`src/rtl/trace_frontend_if.sv`:
```
`timescale 1ns/1ps
`default_nettype none
//==============================================================================
// Module : trace_frontend_if
// Desc   : Pin-side inputs and capture-side outputs of the trace front end.
// Rev    : 1.0 - initial release
//==============================================================================
interface trace_frontend_if #(
  parameter int pTRACE_WIDTH  = 4,
  parameter int pUSERIO_WIDTH = 4,
  parameter int pACT_CNT_BITS = 16
);
  logic [pTRACE_WIDTH-1:0]               I_trace_pins;
  logic [pUSERIO_WIDTH-1:0]              I_userio;
  logic [3:0]                            I_board_rev;
  logic [1:0]                            I_port_width;
  logic                                  I_capturing;
  logic                                  I_act_clear;
  logic [pTRACE_WIDTH-1:0]               O_trace_data;
  logic                                  O_swo;
  logic                                  O_heartbeat;
  logic [pTRACE_WIDTH-1:0]               O_lane_active;
  logic [pTRACE_WIDTH*pACT_CNT_BITS-1:0] O_act_count;

  modport slave (
    input  I_trace_pins, I_userio, I_board_rev, I_port_width, I_capturing, I_act_clear,
    output O_trace_data, O_swo, O_heartbeat, O_lane_active, O_act_count
  );

  modport master (
    output I_trace_pins, I_userio, I_board_rev, I_port_width, I_capturing, I_act_clear,
    input  O_trace_data, O_swo, O_heartbeat, O_lane_active, O_act_count
  );
endinterface
`default_nettype wire

```
`src/rtl/trace_frontend.sv`:
```
`timescale 1ns/1ps
`default_nettype none
//==============================================================================
// Module : trace_frontend
// Desc   : Registers, remaps and masks trace pins; lane activity and heartbeat.
// Rev    : 1.0 - initial release
//==============================================================================
module trace_frontend #(
  parameter int pTRACE_WIDTH     = 4,
  parameter int pUSERIO_WIDTH    = 4,
  parameter int pHEARTBEAT_BITS  = 23,
  parameter int pACT_CNT_BITS    = 16,
  parameter int pACT_WINDOW_BITS = 10
) (
  input  logic            trace_clk,
  input  logic            reset_n,
  trace_frontend_if.slave bus
);

  localparam logic [3:0] c_rev_remap = 4'd3;

  logic [pTRACE_WIDTH-1:0]     r_raw_t;
  logic [pUSERIO_WIDTH-1:0]    r_raw_u;
  logic [pTRACE_WIDTH-1:0]     w_mapped;
  logic [pTRACE_WIDTH-1:0]     w_enable;
  logic [pTRACE_WIDTH-1:0]     w_toggle;
  logic [pTRACE_WIDTH-1:0]     r_prev;
  logic [pTRACE_WIDTH-1:0]     r_seen;
  logic [pTRACE_WIDTH-1:0]     r_active;
  logic                        w_swo;
  logic [31:0]                 w_lanes;
  logic [pACT_WINDOW_BITS-1:0] r_win;
  logic                        w_wrap;
  logic [pHEARTBEAT_BITS-1:0]  r_hb;
  logic [pACT_CNT_BITS-1:0]    r_cnt [pTRACE_WIDTH];
  logic                        w_unused_u;

  // Only a few header bits are routed; the rest are registered but unused.
  assign w_unused_u = ^r_raw_u;

  always_ff @(posedge trace_clk or negedge reset_n) begin
    if (!reset_n) begin
      r_raw_t <= '0;
      r_raw_u <= '0;
    end else begin
      r_raw_t <= bus.I_trace_pins;
      r_raw_u <= bus.I_userio;
    end
  end

  always_comb begin
    w_mapped = r_raw_t;
    w_swo    = r_raw_u[2];
    if (bus.I_board_rev == c_rev_remap) begin
      w_mapped[0] = r_raw_u[3];
      w_mapped[1] = r_raw_t[2];
      w_mapped[2] = r_raw_t[1];
      w_swo       = r_raw_u[1];
    end
  end

  always_comb begin
    w_enable = '0;
    case (bus.I_port_width)
      2'd0:    w_lanes = 32'd1;
      2'd1:    w_lanes = 32'd2;
      2'd2:    w_lanes = 32'd4;
      default: w_lanes = 32'(pTRACE_WIDTH);
    endcase
    for (int i = 0; i < pTRACE_WIDTH; i++) begin
      w_enable[i] = (32'(i) < w_lanes);
    end
  end

  // Activity looks at the unmasked mapped value so re-enabling a lane never fakes a toggle.
  assign w_toggle = (w_mapped ^ r_prev) & w_enable;
  assign w_wrap   = &r_win;

  always_ff @(posedge trace_clk or negedge reset_n) begin
    if (!reset_n) begin
      bus.O_trace_data <= '0;
      bus.O_swo        <= 1'b0;
      r_prev           <= '0;
    end else begin
      bus.O_trace_data <= w_mapped & w_enable;
      bus.O_swo        <= w_swo;
      r_prev           <= w_mapped;
    end
  end

  always_ff @(posedge trace_clk or negedge reset_n) begin
    if (!reset_n) begin
      r_win    <= '0;
      r_seen   <= '0;
      r_active <= '0;
    end else begin
      r_win <= r_win + 1'b1;
      if (w_wrap) begin
        r_active <= r_seen | w_toggle;
        r_seen   <= '0;
      end else begin
        r_seen   <= r_seen | w_toggle;
      end
    end
  end

  assign bus.O_lane_active = r_active;

  // Heartbeat freezes during capture to keep LED switching noise off the trace pins.
  always_ff @(posedge trace_clk or negedge reset_n) begin
    if (!reset_n) begin
      r_hb            <= '0;
      bus.O_heartbeat <= 1'b0;
    end else begin
      if (!bus.I_capturing) begin
        r_hb <= r_hb + 1'b1;
      end
      bus.O_heartbeat <= r_hb[pHEARTBEAT_BITS-1];
    end
  end

  generate
    for (genvar i = 0; i < pTRACE_WIDTH; i++) begin : g_lane
      always_ff @(posedge trace_clk or negedge reset_n) begin
        if (!reset_n) begin
          r_cnt[i] <= '0;
        end else if (bus.I_act_clear) begin
          r_cnt[i] <= '0;
        end else if (w_toggle[i] && !(&r_cnt[i])) begin
          r_cnt[i] <= r_cnt[i] + 1'b1;
        end
      end
      assign bus.O_act_count[i*pACT_CNT_BITS +: pACT_CNT_BITS] = r_cnt[i];
    end
  endgenerate

endmodule
`default_nettype wire

```
`src/flat_wrapper.sv`:
```
// flat-port wrapper written by rule: the top's interface ports become plain ports
module trace_frontend_flat 
#(
  parameter int pTRACE_WIDTH     = 4,
  parameter int pUSERIO_WIDTH    = 4,
  parameter int pHEARTBEAT_BITS  = 23,
  parameter int pACT_CNT_BITS    = 16,
  parameter int pACT_WINDOW_BITS = 10
)
  (trace_clk, reset_n, bus_I_trace_pins, bus_I_userio, bus_I_board_rev, bus_I_port_width, bus_I_capturing, bus_I_act_clear, bus_O_trace_data, bus_O_swo, bus_O_heartbeat, bus_O_lane_active, bus_O_act_count);
  trace_frontend_if #(.pTRACE_WIDTH(pTRACE_WIDTH), .pUSERIO_WIDTH(pUSERIO_WIDTH), .pACT_CNT_BITS(pACT_CNT_BITS)) bus_i ();
  input  logic trace_clk;
  input  logic reset_n;
  input wire logic [$bits(bus_i.I_trace_pins)-1:0] bus_I_trace_pins;
  input wire logic [$bits(bus_i.I_userio)-1:0] bus_I_userio;
  input wire logic [$bits(bus_i.I_board_rev)-1:0] bus_I_board_rev;
  input wire logic [$bits(bus_i.I_port_width)-1:0] bus_I_port_width;
  input wire logic [$bits(bus_i.I_capturing)-1:0] bus_I_capturing;
  input wire logic [$bits(bus_i.I_act_clear)-1:0] bus_I_act_clear;
  output wire logic [$bits(bus_i.O_trace_data)-1:0] bus_O_trace_data;
  output wire logic [$bits(bus_i.O_swo)-1:0] bus_O_swo;
  output wire logic [$bits(bus_i.O_heartbeat)-1:0] bus_O_heartbeat;
  output wire logic [$bits(bus_i.O_lane_active)-1:0] bus_O_lane_active;
  output wire logic [$bits(bus_i.O_act_count)-1:0] bus_O_act_count;
  assign bus_i.I_trace_pins = bus_I_trace_pins;
  assign bus_i.I_userio = bus_I_userio;
  assign bus_i.I_board_rev = bus_I_board_rev;
  assign bus_i.I_port_width = bus_I_port_width;
  assign bus_i.I_capturing = bus_I_capturing;
  assign bus_i.I_act_clear = bus_I_act_clear;
  assign bus_O_trace_data = bus_i.O_trace_data;
  assign bus_O_swo = bus_i.O_swo;
  assign bus_O_heartbeat = bus_i.O_heartbeat;
  assign bus_O_lane_active = bus_i.O_lane_active;
  assign bus_O_act_count = bus_i.O_act_count;
  trace_frontend #(.pTRACE_WIDTH(pTRACE_WIDTH), .pUSERIO_WIDTH(pUSERIO_WIDTH), .pHEARTBEAT_BITS(pHEARTBEAT_BITS), .pACT_CNT_BITS(pACT_CNT_BITS), .pACT_WINDOW_BITS(pACT_WINDOW_BITS)) u_core (.trace_clk(trace_clk), .reset_n(reset_n), .bus(bus_i));
endmodule
```
`config.mk`:
```
export PLATFORM = sky130hd
export DESIGN_NAME = trace_frontend_flat
export DESIGN_NICKNAME = d
export VERILOG_FILES = /design/src/rtl/trace_frontend_if.sv /design/src/rtl/trace_frontend.sv /design/src/flat_wrapper.sv
export SDC_FILE = /design/constraint.sdc
export NUM_CORES = 1
export LEC_CHECK = 0
export BUFFER_PORTS_ARGS = -buffer_cell sky130_fd_sc_hd__buf_4
export CAP_MARGIN = 5
export CORE_MARGIN = 1.5
export CORE_UTILIZATION = 38
export CTS_CLUSTER_SIZE = 25
export DETAILED_ROUTE_END_ITERATION = 16
export PLACE_DENSITY = 0.61
export SLEW_MARGIN = 20
export SYNTH_ARGS = -nofsm -noshare
export SYNTH_HDL_FRONTEND = slang
export SYNTH_SLANG_ARGS = --single-unit
```
`constraint.sdc`:
```
create_clock -name trace_clk -period 1.9 [get_ports trace_clk]
set_clock_uncertainty 0.15 [all_clocks]
set_input_delay 0.57 -clock trace_clk [delete_from_list [all_inputs] [get_ports trace_clk]]
set_output_delay 0.57 -clock trace_clk [all_outputs]
set_load 0.05 [all_outputs]
```
# == Word level (Yosys, flattened, before mapping) ==
# Cells that the tools add are included.
# word_totals
register_bits,123
out_inout_bits,74
latch_bits,0
elab_cells,60
ram_bits,0
romBits,0
memories,0
input_bits,18
# op_classes
n_reduce_logical,18
magnitude_cmp,4
eq_ne,2
mul,0
bitwise_logic,4
div_mod_pow,0
n_mux,12
n_addsub,6
n_shift,0
# op_table
cell,count
16-bit 2-to-1 mux,8
"16-bit by 1-bit adder with 16-bit output, second input constant",4
16-bit AND reduction,4
"23-bit by 1-bit adder with 23-bit output, second input constant",1
"10-bit by 1-bit adder with 10-bit output, second input constant",1
10-bit AND reduction,1
4-bit bitwise AND,2
2-bit nonzero test,4
"1-bit by 3-bit < comparator with 1-bit output, first input constant",2
"2-bit by 3-bit < comparator with 1-bit output, first input constant",2
3-bit case mux with 2 select lines,1
"4-bit by 2-bit == test with 1-bit output, second input constant",1
1-bit logical AND,4
1-bit zero test,4
4-bit 2-to-1 mux,1
4-bit bitwise OR,1
4-bit XOR,1
3-bit 2-to-1 mux,1
"2-bit by 1-bit == test with 1-bit output, second input constant",1
2-bit zero test,1
1-bit 2-to-1 mux,1

# == Longest topological paths before layout ==
# Gate-level depths: netlist of the first run.
# logic_depth
word_depth,7
depth_mapped,9
mapped_depth_nobuf,8

# == Worst setup path before layout of the first run ==
# No wires, ideal clock.
# synth_timing
path_kind,input port to flip-flop
startpoint,in bus_I_port_width[0]
endpoint,"reg u_core.r_cnt, in the netlist u_core.bus.O_act_count[39]"
n_path_buf,1
path_stages,9
required_time_ns,1.625
setup_ns,0.125
t_arrival_ns,2.523
setup_slack_ns,-0.898
cell_sequence,nor2_1 > inv_1 > ha_1 > or3b_4 > a21oi_4 > nor2_2 > buf_6 > nor4b_1 > mux2_2
# synth_via
elab_chain_len,6
word_cells_on_any_way,7
classes_between,order compare (1); eq/ne (1); mux (1); bitwise (1); reduce/logical (3)
# synth_lines
element,line,source
from (decl),flat_wrapper.sv:17,input wire logic [$bits(bus_i.I_port_width)-1:0] bus_I_port_width;
2-bit by 1-bit == test with 1-bit output or 2-bit zero test (tied branches),trace_frontend.sv:64,case (bus.I_port_width)
3-bit case mux with 2 select lines *,trace_frontend.sv:64,
2-bit by 3-bit < comparator with 1-bit output *,trace_frontend.sv:71,w_enable[i] = (32'(i) < w_lanes);
4-bit bitwise AND *,trace_frontend.sv:76,assign w_toggle = (w_mapped ^ r_prev) & w_enable;
1-bit logical AND *,trace_frontend.sv:129,end else if (w_toggle[i] && !(&r_cnt[i])) begin
2-bit nonzero test (no line) *,n/a,
"to (signal, indexed assignment)",trace_frontend.sv:130,r_cnt[i] <= r_cnt[i] + 1'b1;
to (decl),trace_frontend.sv:35,logic [pACT_CNT_BITS-1:0] r_cnt [pTRACE_WIDTH];
# Every way passes the cells marked *; elsewhere a longest branch is shown, timed or not.
# A chain may end at the register's enable or synchronous reset.

# == Worst setup path after layout of the first run ==
# layout_timing
startpoint,in bus_I_port_width[1]
endpoint,"reg u_core.r_cnt, in the netlist u_core.bus.O_act_count[39]"
# The elaborated chain is that of the path after synthesis.

==> flow_metrics.tcl, run 1 <==
set metrics [dict create \
    outcome "finished with violations" \
    violations "negative setup slack" \
    synth-edff-count 0 \
    area_growth_pct 57.2 \
    drive_above_1_share_pct 51.2 \
    final_hold_viol_count 0 \
    synth-simple-area-share_pct 24.8 \
    seqCellArea_sq_um 3060 \
    crit_type "in2reg" \
    fin_area_sq_um 9360 \
    gp_congestion 0.853 \
    synth.area.mux_share_pct 3.36 \
    ios 92 \
    holdCritPathClass "in2reg" \
    worstPathArrival_ps 2410 \
    synthArstFlopShare_pct 100 \
    start_util_pct 39.0 \
    multi_input_area_sq_um 3480 \
    gr-total-overflow 0 \
    die_w_um 128 \
    clkSinkCount 121 \
    syn_area_sq_um 5950 \
    timing.final.ws_setup_ps -356 \
    grt_max_degree 52 \
    drv_slew 0 \
    synth_nets 601 \
    die_h_um 128 \
    grt_pass1_wl_mm 26.9 \
    synth_fa_ha_area_share_pct 1.47 \
    fill_cells 1237 \
    drt-pass1-iter-count 5 \
    synth_area_leaders "dfrtp_1 51%, xnor2_1 5.9%, a21oi_1 3.3%, nand3_1 2.9%, nor2_1 2.8%" \
    insertion_delay_ps 420 \
    grt_pass1_vias 5524 \
    synth_area_leader_cell "dfrtp_1" \
    synth_xor_xnor_area_share_pct 6.89 \
    worstMarginPinSlew_ps 639 \
    rsz0062_at_grt "true" \
    synth_compound_area_share_pct 10.2 \
    total_power_w 0.00676 \
    rows 45 \
    startpoint_type "input port" \
    yosysUniqueCellTypes 61 \
    p_per_area_nw_per_um2 722 \
    fmax_mhz 443 \
    critPathRequiredTime_ps 2050 \
    drt-initial-drc-count 260 \
    drcViolationCount 0 \
    synth.avg_cell_area_sq_um 10.3 \
    power.leakage_nw 4.00 \
    ir_drop_mv 0.768 \
    dp_slack_ps -824 \
    end_kind "flop" \
    vias 5461 \
    clk_pin_slew_ps 60 \
    max_slew_margin_pct 57.4 \
    synth_top_area_share_pct 50.9 \
    ctsRootBufferMaster "clkbuf_16" \
    ant_nets 0 \
    synth_top_family_by_area "simple AND/OR/NAND/NOR gates" \
    setup_viol 52 \
    ys_seq_area_share_pct 50.9 \
    dieArea_sq_um 16400 \
    post-dp-hpwl_mm 11.1 \
    final_nets 834 \
    placed_area_sq_um 7840 \
    cts_tree "yes" \
    drt-wirelength-per-cell_um 16.5 \
    post-route-util_pct 61.3 \
    track_usage_pct 20.7 \
    cts_buffers 17 \
    synth_cells 576 \
    via_per_inst 5.29 \
    drt-total-wl_mm 17.1 \
    synth_seq_cells 121 \
    port_buffers 90 \
    yosysWarningCount 0 \
    crit_path_max_fanout 9 \
    clk_path_buf_depth 2 \
    core_sq_um 15300 \
    period_needed_ps 2260 \
    holdWs_ps 106 \
    antenna_cells 0 \
    fin_crit_sh_pct 119 \
    h-tree-depth 4 \
    antenna_found_initial 0 \
    drv_cap 0 \
    synth_flop_cell "dfrtp_1" \
]
sequential cells by signal, summed over array words and instances, names as in the netlist:
name / count
u_core.bus.O_act_count: 64
u_core.r_hb: 23
u_core.r_win: 10
u_core.bus.O_lane_active: 4
u_core.r_prev: 4
u_core.r_raw_t: 4
u_core.r_seen: 4
u_core.bus.O_trace_data: 3
u_core.r_raw_u: 3
u_core.bus.O_heartbeat: 1
u_core.bus.O_swo: 1
metal layers:
layer  vias up  GRT usage, %  share of wire (%)
li1       2581             -                  -
met1      2716          26.1                 43
met2       141          34.4                 50
met3        23          5.18                5.1
met4         0          7.73                1.9
met5         -             0                  0
cells in the final DEF, fill, tap and decap left out, drive strengths merged, types with 3 or more instances in the layout:
| cell type | Yosys | routed |
|---|---|---|
| nand2 | 32 | 32 |
| clkbuf | 15 | 19 |
| nand4 | 15 | 15 |
| a311oi | 3 | 3 |
| a21oi | 40 | 40 |
| o31ai | 14 | 14 |
| nor2b | 18 | 18 |
| clkinvlp | 0 | 4 |
| or4 | 15 | 15 |
| xnor2 | 40 | 40 |
| mux2 | 14 | 14 |
| or3b | 3 | 3 |
| nor4b | 6 | 6 |
| nor3b | 3 | 3 |
| mux2i | 3 | 3 |
| nor3 | 14 | 14 |
| inv | 10 | 12 |
| and2 | 8 | 8 |
| a211oi | 4 | 4 |
| or3 | 12 | 12 |
| nand3 | 34 | 34 |
| clkinv | 0 | 6 |
| o21ai | 17 | 17 |
| ha | 7 | 7 |
| nand2b | 7 | 7 |
| dfrtp | 121 | 121 |
| xor2 | 6 | 7 |
| nor4 | 8 | 8 |
| a41oi | 3 | 3 |
| buf | 7 | 231 |
| nor2 | 46 | 49 |
| and4 | 8 | 8 |
| and3 | 18 | 18 |
synthesized netlist by cell type (3+ instances only):
library cell  instances
dfrtp_1             121
nor2_1               45
xnor2_1              40
a21oi_1              39
nand3_1              34
nand2_1              32
and3_1               18
nor2b_1              18
o21ai_0              17
clkbuf_1             15
nand4_1              15
or4_1                15
o31ai_1              14
mux2_2               13
nor3_1               13
or3_1                12
inv_1                10
and2_1                8
and4_1                8
nor4_1                8
ha_1                  7
nand2b_1              7
nor4b_1               6
xor2_1                5
buf_2                 4
a211oi_1              3
a311oi_1              3
a41oi_1               3
nor3b_1               3
worst paths after layout:
check,endpoint,startpoint,slack (ps),depth (start not counted)
worst max-delay path,u_core.bus.O_act_count[39],bus_I_port_width[1],-360,9
worst min-delay path,u_core.r_raw_t[0],bus_I_trace_pins[0],110,1
worst max register to register,u_core.bus.O_act_count[39],u_core.r_raw_t[2],-150,5
worst min register to register,u_core.bus.O_heartbeat,u_core.r_hb[22],250,0
max in group asynchronous,u_core.bus.O_act_count[18],reset_n,540,3
min in group asynchronous,u_core.bus.O_act_count[11],reset_n,490,2
cell families (layout without fill, tap and decap cells):
| group | Yosys count | count (layout) |
|---|---|---|
| adder cells (fa/ha/maj) | 7 | 7 |
| AND/OR/NAND/NOR | 259 | 262 |
| flip-flops | 121 | 121 |
| AO/OA/AOI/OAI | 94 | 94 |
| buffers and inverters | 32 | 274 |
| XOR/XNOR | 46 | 47 |
| multiplexers | 17 | 17 |
critical path, cell delays in order:
cell     delay (ps)
buf_8           100
nor2_4          110
inv_2            50
ha_4            260
or3b_4          400
a21oi_4         240
nor2_4           90
nor4b_2         230
mux2_2          360
timing repair:
item | in CTS | in global routing
hold buffers | 1 | 0
endpoints found under the setup margin | 60 | 73
gates cloned | 4 | 0
hold endpoints to repair | 27 | 0
pin swaps | 27 | 31
resized for setup | 76 | 80
buffers inserted | 21 | 13
area by class of cell:
type                       instances  share of cell area [%]
timing repair buffer             232                    20.8
tap                              211                    2.82
inverter                          10                   0.401
multi-input combinational        427                    37.2
clock buffer                      19                    4.73
clock inverter                    13                    1.31
sequential                       121                    32.7
report_power, final:
| part | internal [W] | switching, W |
|---|---|---|
| combinational | 0.000418 | 0.000490 |
| clock | 0.00184 | 0.00123 |
| sequential | 0.00269 | 0.0000950 |
through the flow:
stage	TNS, ps	cells
2_1_floorplan	-16950	576
3_3_place_gp	-35080	963
3_5_place_dp	-37170	963
4_1_cts	-6910	1021
5_1_grt	-10750	1033
6_report	-8230	1033
Power figures use the tool's default switching activity.
==> inputs of run 2 (changes only) <==
--- a/config.mk
+++ b/config.mk
@@ -6,12 +6,12 @@
 export NUM_CORES = 1
 export LEC_CHECK = 0
 export BUFFER_PORTS_ARGS = -buffer_cell sky130_fd_sc_hd__buf_4
-export CAP_MARGIN = 5
 export CORE_MARGIN = 1.5
 export CORE_UTILIZATION = 38
+export CTS_BUF_LIST = sky130_fd_sc_hd__clkbuf_4 sky130_fd_sc_hd__clkbuf_8
 export CTS_CLUSTER_SIZE = 25
 export DETAILED_ROUTE_END_ITERATION = 16
-export PLACE_DENSITY = 0.61
+export PLACE_DENSITY = 0.59
 export SLEW_MARGIN = 20
 export SYNTH_ARGS = -nofsm -noshare
 export SYNTH_HDL_FRONTEND = slang
==> constraint.sdc (replaced) <==
create_clock -name trace_clk -period 2.65 [get_ports trace_clk]
set_clock_uncertainty 0.15 [all_clocks]
set_input_delay 0.795 -clock trace_clk [delete_from_list [all_inputs] [get_ports trace_clk]]
set_output_delay 0.795 -clock trace_clk [all_outputs]
set_load 0.05 [all_outputs]
==> run 2 against run 1 <==
- the flow now finishes without violations
- count of clock-buffer cells in the layout is the same
- via count shrank 13%
- non-clock buffer count shrank 116
- combinational power shrank 51%
- register-to-register slack gained 560 ps
- sequential cell count is the same
- first-iteration DRC count shrank 10%
- core utilization shrank 12 points
- setup slack gained 510 ps
- hold slack gained 66 ps
- largest power group is now registers
- critical path depth shrank 1
==> flow_metrics.tcl, run 2 (synthesis gave the netlist of run 1 again) <==
set metrics [dict create \
    outcome "completed" \
    post-dp-hpwl_mm 9.52 \
    critPathRequiredTime_ps 2840 \
    total_power_w 0.00415 \
    grt_pass1_wl_mm 23.2 \
    power.leakage_nw 3.17 \
    dp_slack_ps -316 \
    p_per_area_nw_per_um2 556 \
    drv_slew 0 \
    ios 92 \
    via_per_inst 5.23 \
    start_util_pct 39.0 \
    insertion_delay_ps 460 \
    ir_drop_mv 0.373 \
    r2r_cells 6 \
    crit_path_end "u_core.bus.O_act_count[41]" \
    h-tree-depth 4 \
    rrSetupSlack_ps 410 \
    clkSinkCount 121 \
    dieArea_sq_um 16400 \
    core_sq_um 15300 \
    fmax_mhz 400 \
    largest_reg_flops 64 \
    rows 45 \
    post_cts_resized 0 \
    cts_buffers 17 \
    final_nets 714 \
    critPathLaunch "bus_I_port_width[1]" \
    gp_congestion 0.799 \
    drt-wirelength-per-cell_um 15.0 \
    die_w_um 128 \
    holdCritPathClass "in2async" \
    timing.final.ws_setup_ps 149 \
    drv_cap 0 \
    final_common_cell "dfrtp_1" \
    gr-total-overflow 0 \
    grt_pass1_vias 4765 \
    worstMarginPinSlew_ps 706 \
    max_slew_margin_pct 53.0 \
    startpoint_type "input port" \
    layout_common_cells "121 x dfrtp_1, 113 x buf_4, 44 x nor2_1" \
    placed_area_sq_um 7050 \
    post-route-util_pct 48.9 \
    die_h_um 128 \
    clk_pin_slew_ps 70 \
    crit_path_max_fanout 5 \
    area_growth_pct 25.3 \
    drt-total-wl_mm 13.7 \
    crit_type "in2reg" \
    port_buffers 90 \
    antenna_cells 0 \
    period_needed_ps 2500 \
    cts_setup_buffers 0 \
    fin_setup_tns_ps 0 \
    grt_max_degree 71 \
    drive_above_1_share_pct 25.6 \
    vias 4774 \
    worstPathArrival_ps 2690 \
    drcViolationCount 0 \
    setup_viol 0 \
    r2r_end "u_core.bus.O_act_count[23]" \
    reg2reg_from "u_core.bus.O_act_count[25]" \
    cts_tree "yes" \
    ant_nets 0 \
    final_hold_viol_count 0 \
    rsz0062_at_grt "false" \
    ctsRootBufferMaster "clkbuf_8" \
    fin_area_sq_um 7460 \
    fill_cells 1384 \
    cts_hold_buf 0 \
    track_usage_pct 18.0 \
    antenna_found_initial 0 \
    fin_crit_sh_pct 94.4 \
    drt-initial-drc-count 234 \
    clk_path_buf_depth 2 \
    drt-pass1-iter-count 4 \
    end_kind "flop" \
]
-- run 2: worst min path at each step --
stage | startpoint | endpoint | slack [ps] | depth (start not counted)
CTS | reset_n | u_core.bus.O_act_count[29] | 180 | 1
detailed placement | u_core.r_hb[22] | u_core.bus.O_heartbeat | 240 | 0
global placement | u_core.r_hb[22] | u_core.bus.O_heartbeat | 240 | 0
finish | reset_n | u_core.bus.O_act_count[8] | 170 | 1
global route | reset_n | u_core.bus.O_act_count[28] | 200 | 1
floorplan | u_core.r_hb[22] | u_core.bus.O_heartbeat | 220 | 0
-- run 2: critical path, cell delays in order --
cell      delay (ps)
buf_4            120
nand2b_1         170
ha_4             240
or3b_4           420
a21o_1           220
nand2_1          100
nor4bb_2         260
mux2_2           360
-- run 2: where the power goes --
part           leakage [nW]  internal [W]  switching, W
Combinational          1.40      0.000186      0.000261
Clock                 0.191      0.000889      0.000810
Sequential             1.59       0.00192     0.0000786
Total                  3.17       0.00300       0.00115
-- run 2: final cells by class --
class	instances	area, sq um	area share [%]
Clock buffer	19	262	3.51
Clock inverter	13	146	1.96
Inverter	10	37.5	0.503
Multi-Input combinational cell	423	2810	37.7
Sequential cell	121	3030	40.6
Tap cell	211	264	3.54
Timing Repair Buffer	116	908	12.2
-- run 2: layer usage --
layer / vias to the layer above / track usage [%] / wire (um)
li1: 2331 / - / -
met4: 0 / 7.80 / 291
met1: 2328 / 23.1 / 6400
met3: 22 / 4.59 / 559
met2: 93 / 28.8 / 6430
met5: - / 0 / 0
-- run 2: metrics by stage --
step | std cells | hold slack [ps]
final | 913 | 172
after global routing | 913 | 196
after CTS | 913 | 184
after detailed placement | 881 | 243
after global placement | 881 | 235
after floorplan | 576 | 223
